File: config.mk
export PLATFORM = sky130hd
export DESIGN_NAME = control_execute_flat
export DESIGN_NICKNAME = d
export VERILOG_FILES = /design/src/rtl/control_execute_pkg.sv /design/src/rtl/control_execute_if.sv /design/src/rtl/control_execute.sv /design/src/flat_wrapper.sv
export SDC_FILE = /design/constraint.sdc
export NUM_CORES = 1
export LEC_CHECK = 0
export CAP_MARGIN = 20
export CELL_PAD_IN_SITES_DETAIL_PLACEMENT = 0
export CELL_PAD_IN_SITES_GLOBAL_PLACEMENT = 1
export CORE_MARGIN = 3
export CORE_UTILIZATION = 35
export CTS_BUF_LIST = sky130_fd_sc_hd__clkbuf_8
export DETAILED_ROUTE_END_ITERATION = 12
export GPL_TIMING_DRIVEN = 0
export PLACE_DENSITY_LB_ADDON = 0.25
export SYNTH_ARGS = -nofsm -noshare
export SYNTH_HDL_FRONTEND = slang
export SYNTH_SLANG_ARGS = --single-unit
File: constraint.sdc
create_clock -name CLK -period 2.9 [get_ports CLK]
set_input_delay 0.435 -clock CLK [delete_from_list [all_inputs] [get_ports CLK]]
set_output_delay 0.435 -clock CLK [all_outputs]
set_load 0.05 [all_outputs]
File: src/rtl/control_execute_pkg.sv
// Shared definitions for the execute-stage controller and its decode-side peer.
package control_execute_pkg;

    localparam int CNT_W_DEF = 4;

    typedef enum logic [1:0] {
        EXE0 = 2'b00,
        EXE1 = 2'b01,
        EXE2 = 2'b10,
        EXE3 = 2'b11
    } exeState_t;

    // Stall strobe pair as seen by the decode controller.
    typedef struct packed {
        logic setStallDec;
        logic clrStallDec;
    } stallStrobe_t;

endpackage

File: src/rtl/control_execute_if.sv
// Dec/Exe handshake, Exe/Mem write and stall strobes between decode and execute control.
interface control_execute_if #(parameter int CNT_W = control_execute_pkg::CNT_W_DEF);

    logic             DecExeBufferWr;
    logic             IsMultiCycle;
    logic [CNT_W-1:0] OpCycles;
    logic             MemReady;
    logic             AluEn;
    logic             MulEn;
    logic             ExeMemBufferWr;
    logic             SetStallDec;
    logic             ClrStallDec;
    logic             IsExeBusy;
    logic [CNT_W-1:0] CycleCnt;
    logic             OverrunErr;

    modport master (
        output DecExeBufferWr, IsMultiCycle, OpCycles, MemReady,
        input  AluEn, MulEn, ExeMemBufferWr, SetStallDec, ClrStallDec,
               IsExeBusy, CycleCnt, OverrunErr
    );

    modport slave (
        input  DecExeBufferWr, IsMultiCycle, OpCycles, MemReady,
        output AluEn, MulEn, ExeMemBufferWr, SetStallDec, ClrStallDec,
               IsExeBusy, CycleCnt, OverrunErr
    );

endinterface

File: src/rtl/control_execute.sv
// Execute-stage control FSM: sequences single/multi-cycle ALU ops into the Exe/Mem buffer.
//   state | meaning
//   EXE0  | idle, waiting for a Dec/Exe buffer write
//   EXE1  | result cycle, ALU output valid
//   EXE2  | multi-cycle iteration, counting down
//   EXE3  | result held while memory stage is not ready
module control_execute
    import control_execute_pkg::*;
#(
    parameter int CNT_W = CNT_W_DEF
) (
    input  logic CLK,
    input  logic RST,
    control_execute_if.slave bus
);

    exeState_t    state, nextState;
    logic [CNT_W-1:0] cycleCnt, nextCnt;
    logic         stallIssued;
    logic         overrunErr;
    logic         aluEn, mulEn, memWr, setStall, overrun, accept;
    stallStrobe_t stallStb;

    always_ff @(posedge CLK or negedge RST) begin
        if (!RST) begin
            state       <= EXE0;
            cycleCnt    <= '0;
            stallIssued <= 1'b0;
            overrunErr  <= 1'b0;
        end else begin
            state       <= nextState;
            cycleCnt    <= nextCnt;
            stallIssued <= stallStb.setStallDec | (stallIssued & ~stallStb.clrStallDec);
            if (overrun) overrunErr <= 1'b1;
        end
    end

    always_comb begin
        nextState = state;
        nextCnt   = cycleCnt;
        aluEn     = 1'b0;
        mulEn     = 1'b0;
        memWr     = 1'b0;
        setStall  = 1'b0;
        overrun   = 1'b0;
        accept    = 1'b0;
        case (state)
            EXE0: begin
                accept = bus.DecExeBufferWr;
            end
            EXE2: begin
                mulEn    = 1'b1;
                setStall = 1'b1;
                overrun  = bus.DecExeBufferWr;
                if (cycleCnt != '0) nextCnt = cycleCnt - CNT_W'(1);
                else                nextState = EXE1;
            end
            EXE1: begin
                aluEn = 1'b1;
                if (bus.MemReady) begin
                    memWr     = 1'b1;
                    accept    = bus.DecExeBufferWr;
                    nextState = EXE0;
                end else begin
                    setStall  = 1'b1;
                    overrun   = bus.DecExeBufferWr;
                    nextState = EXE3;
                end
            end
            EXE3: begin
                if (bus.MemReady) begin
                    memWr     = 1'b1;
                    accept    = bus.DecExeBufferWr;
                    nextState = EXE0;
                end else begin
                    setStall  = 1'b1;
                    overrun   = bus.DecExeBufferWr;
                end
            end
            default: nextState = EXE0;
        endcase

        // New instruction: OpCycles of 0 or 1 collapses to a single-cycle op.
        if (accept) begin
            if (bus.IsMultiCycle && (bus.OpCycles >= CNT_W'(2))) begin
                nextState = EXE2;
                nextCnt   = bus.OpCycles - CNT_W'(2);
                if (state == EXE0) setStall = 1'b1;
            end else begin
                nextState = EXE1;
            end
        end
    end

    assign stallStb = {setStall, stallIssued & memWr};

    assign bus.AluEn          = aluEn;
    assign bus.MulEn          = mulEn;
    assign bus.ExeMemBufferWr = memWr;
    assign bus.SetStallDec    = stallStb.setStallDec;
    assign bus.ClrStallDec    = stallStb.clrStallDec;
    assign bus.IsExeBusy      = (state != EXE0);
    assign bus.CycleCnt       = cycleCnt;
    assign bus.OverrunErr     = overrunErr;

endmodule

File: src/flat_wrapper.sv
// flat-port wrapper written by rule: the top's interface ports become plain ports
module control_execute_flat import control_execute_pkg::*;
#(
    parameter int CNT_W = CNT_W_DEF
)
  (CLK, RST, bus_DecExeBufferWr, bus_IsMultiCycle, bus_OpCycles, bus_MemReady, bus_AluEn, bus_MulEn, bus_ExeMemBufferWr, bus_SetStallDec, bus_ClrStallDec, bus_IsExeBusy, bus_CycleCnt, bus_OverrunErr);
  control_execute_if #(.CNT_W(CNT_W)) bus_i ();
  input  logic CLK;
  input  logic RST;
  input wire logic [$bits(bus_i.DecExeBufferWr)-1:0] bus_DecExeBufferWr;
  input wire logic [$bits(bus_i.IsMultiCycle)-1:0] bus_IsMultiCycle;
  input wire logic [$bits(bus_i.OpCycles)-1:0] bus_OpCycles;
  input wire logic [$bits(bus_i.MemReady)-1:0] bus_MemReady;
  output wire logic [$bits(bus_i.AluEn)-1:0] bus_AluEn;
  output wire logic [$bits(bus_i.MulEn)-1:0] bus_MulEn;
  output wire logic [$bits(bus_i.ExeMemBufferWr)-1:0] bus_ExeMemBufferWr;
  output wire logic [$bits(bus_i.SetStallDec)-1:0] bus_SetStallDec;
  output wire logic [$bits(bus_i.ClrStallDec)-1:0] bus_ClrStallDec;
  output wire logic [$bits(bus_i.IsExeBusy)-1:0] bus_IsExeBusy;
  output wire logic [$bits(bus_i.CycleCnt)-1:0] bus_CycleCnt;
  output wire logic [$bits(bus_i.OverrunErr)-1:0] bus_OverrunErr;
  assign bus_i.DecExeBufferWr = bus_DecExeBufferWr;
  assign bus_i.IsMultiCycle = bus_IsMultiCycle;
  assign bus_i.OpCycles = bus_OpCycles;
  assign bus_i.MemReady = bus_MemReady;
  assign bus_AluEn = bus_i.AluEn;
  assign bus_MulEn = bus_i.MulEn;
  assign bus_ExeMemBufferWr = bus_i.ExeMemBufferWr;
  assign bus_SetStallDec = bus_i.SetStallDec;
  assign bus_ClrStallDec = bus_i.ClrStallDec;
  assign bus_IsExeBusy = bus_i.IsExeBusy;
  assign bus_CycleCnt = bus_i.CycleCnt;
  assign bus_OverrunErr = bus_i.OverrunErr;
  control_execute #(.CNT_W(CNT_W)) u_core (.CLK(CLK), .RST(RST), .bus(bus_i));
endmodule
==> reports/metrics.csv <==
stage,metric,value,unit
outcome,status,completed,
floorplan,row count,13,
clocking,Clock Tree Root,clkbuf_8,
worst_hold_path,HP Start,u_core.bus.OverrunErr,
critical_path,CP Data Arrival Time,2210,ps
yosys,Syn Std Cell Area,558.0,um2
drt,DRC,0,
timing,clk_skew,0.8120,ps
critical_path,CP max-delay cell,clkdlybuf4s50_1,
critical_path,Crit Path Class,primary input to primary output,
pwr,Worst VDD drop,0.0006751,V
clocking,total setup buffers inserted after CTS,0,
yosys,proportion of synthesized area in mux cells,3.587,%
yosys,simple-gate area share of the yosys netlist,20.85,%
place,gpl congestion,0.7535,
timing,Worst Tran Pin Value,496.3,ps
timing,Final min period,2642,ps
grt,total grt overflow,0,
pwr,leakage,0.3394,nW
grt,global-route wire length before repair,2228,um
floorplan,DIE AREA,2110,um2
critical_path,Critical Path Max Stage Delay,820,ps
yosys,Post-Synth XOR/XNOR Area,1.570,%
critical_path,Startpoint Class,primary input,
yosys,Post-Synth Adder-Cell Area,4.484,%
grt,antenna violations before repair,0,
flow_run,Max-Cap Viols,0,
clocking,H-Tree Depth,1,
yosys,Netlist cell types,29,
floorplan,die width,45.93,um
clocking,Post-CTS Resized,0,
drt,via count,544,
finish,antenna diode count,0,
drt,via density per instance,5.667,
yosys,most frequent cell after synthesis,dfrtp_1,
pwr,final total power,0.001006,W
pwr,P per Cell Area,1244,nW/um2
yosys,Syn Nets,70,
floorplan,Die H,45.93,um
worst_hold_path,worst hold path depth,1,
timing,Fmax,378.6,MHz
critical_path,crit-path cells,clkdlybuf4s50_1 -> o311ai_4 -> a21oi_1 -> clkdlybuf4s50_1,
critical_path,R2R setup slack,1350,ps
finish,nets,94,
timing,Max Slew Vio Count,0,
timing,final period utilization,91.09,%
critical_path,CP Capture Type,primary output,
critical_path,Critical Path RT,2470,ps
timing,setup TNS,0,ps
grt,GRT Util Overall,14.96,%
drt,DRT Wirelength,1338,um
finish,layout cell share with drive strength beyond 1,14.81,%
yosys,Yosys warnings,0,
worst_hold_path,HP Class,flop to flop,
yosys,Post-Syn Area per Cell,9.458,um2
critical_path,R2R depth,5,
grt,largest net degree at the start of global routing,9,
finish,Area Growth Syn to Fin,44.84,%
drt,Detail Route Antenna Nets,0,
timing,unrepaired setup endpoints after global routing,false,
critical_path,CP max FO,5,
yosys,register area share after synthesis,35.87,%
yosys,commonest cells in the netlist,"8 x dfrtp_1, 6 x nor2_1, 5 x inv_1",
timing,Min Hold Slack,474.0,ps
floorplan,area of the core,1399,um2
worst_hold_path,sink of the worst hold path,u_core.bus.OverrunErr,
timing,final hold violation count,0,
drt,routed len/inst,13.94,um
yosys,#FFs+latches synth,8,
critical_path,Reg-to-Reg Start,u_core.bus.CycleCnt[0],
yosys,number of flops mapped to enable cells by yosys,0,
clocking,Longest Clk Path Bufs,2,
clocking,CTS Hold Bufs,0,
floorplan,initial core utilization,39.89,%
timing,final setup violation count,0,
clocking,clk sinks,8,
timing,Max-slew headroom,66.81,%
yosys,cell count after synthesis,59,
clocking,TritonCTS clock tree,done,
drt,Initial DRC Count,9,
drt,drt first pass iters,4,
place,PortBufs,19,
clocking,clock slew at reported path FFs,40,ps
yosys,share of flip-flops with an asynchronous set or reset,100.0,%
floorplan,I/O pin cnt,20,
yosys,Synth top area share,35.87,%
critical_path,Crit path top cell by count,clkdlybuf4s50_1,
grt,vias in the first global route,523,
yosys,ys flop type,dfrtp_1,
yosys,main combinational cell family by area after synthesis,compound AO/OA/AOI/OAI gates,
yosys,post-synthesis compound-gate area fraction,28.25,%
finish,Fillers,131,
finish,"Core Util, Final",57.78,%
place,HPWL after DPL,1101,um
clocking,CTS buffer count,3,
yosys,post-synth top area cell,dfrtp_1,
yosys,Synth area leaders,"dfrtp_1 36%, o311ai_4 4.7%, ha_1 4.5%",
critical_path,FF-to-FF End,u_core.state[1],
clocking,Worst-Skew Late Latency,230,ps
## flip-flops by register name, indices dropped and copies added, names as in the netlist
register,flops
u_core.bus.CycleCnt,4
u_core.bus.OverrunErr,1
u_core.stallIssued,1
u_core.state,2
## critical path, delay by kind of cell
family | cells | cell delay (ps)
buf+inv | 2 | 1410
compound gates | 2 | 350
## cells in the final DEF (no fill, tap or decap)
cell type / instances
o211ai_1: 1
o311ai_4: 1
o41ai_1: 1
o22ai_1: 1
a211oi_1: 3
mux2i_1: 2
a31o_1: 2
o31ai_1: 1
a21oi_1: 2
nand3b_1: 1
clkdlybuf4s50_1: 19
nand2b_4: 1
inv_2: 3
nor2_1: 6
dfrtp_1: 8
o21ai_0: 2
nand3_1: 3
xor2_1: 1
inv_1: 5
o311a_1: 2
or3b_1: 1
and3_1: 1
nor3b_2: 1
or3_2: 1
nor3_1: 2
clkbuf_8: 3
a31oi_1: 2
nand2_2: 1
ha_1: 2
o21ai_2: 1
nor2b_1: 1
## per-layer routing
metal	track usage (%)	wire (um)	vias to the layer above
met4	8.523	23	0
met2	22.53	615	15
met5	0	0	-
li1	-	-	268
met1	19.19	628	257
met3	3.557	71	4
## logic make-up after synthesis
| kind of cell | after synthesis |
|---|---|
| xor gates and xnor gates | 1 |
| DFF | 8 |
| and+or+nand+nor | 19 |
| adders and majority gates | 2 |
| muxes | 2 |
| AOI/OAI and AO/OA | 19 |
| buffers and inverters | 8 |
## power breakdown
part	internal, W	switching [W]	leakage, nW
Sequential	0.000162	0.0000762	0.0891
Clock	0.0000903	0.0000473	0.0216
Combinational	0.000229	0.000401	0.229
Total	0.000481	0.000525	0.339
## worst max path at each step
stage,slack (ps),end,from,cells past startpoint
2_1_floorplan,1000,bus_SetStallDec,u_core.state[0],3
3_3_place_gp,250,bus_SetStallDec,bus_DecExeBufferWr,4
3_5_place_dp,260,bus_SetStallDec,bus_DecExeBufferWr,4
4_1_cts,260,bus_SetStallDec,bus_DecExeBufferWr,4
5_1_grt,210,bus_SetStallDec,bus_DecExeBufferWr,4
6_report,260,bus_SetStallDec,bus_DecExeBufferWr,4
## metrics by stage
| stage | instances | setup slack [ps] | instance area, um2 |
|---|---|---|---|
| after CTS | 96 | 265.0 | 808.3 |
| after detailed placement | 93 | 261.7 | 767.0 |
| after global placement | 93 | 246.5 | 767.0 |
| after global routing | 96 | 207.0 | 808.3 |
| final | 96 | 258.4 | 808.3 |
| after floorplan | 59 | 998.4 | 558.0 |
## area by class of cell
class                           instances  area [um2]  area share (%)
Clock buffer                            3       41.29           5.108
Inverter                                8       30.03           3.715
Multi-Input combinational cell         43       327.8           40.56
Sequential cell                         8       200.2           24.77
Tap cell                               15       18.77           2.322
Timing Repair Buffer                   19       190.2           23.53
(Power assumes the default switching activity.)
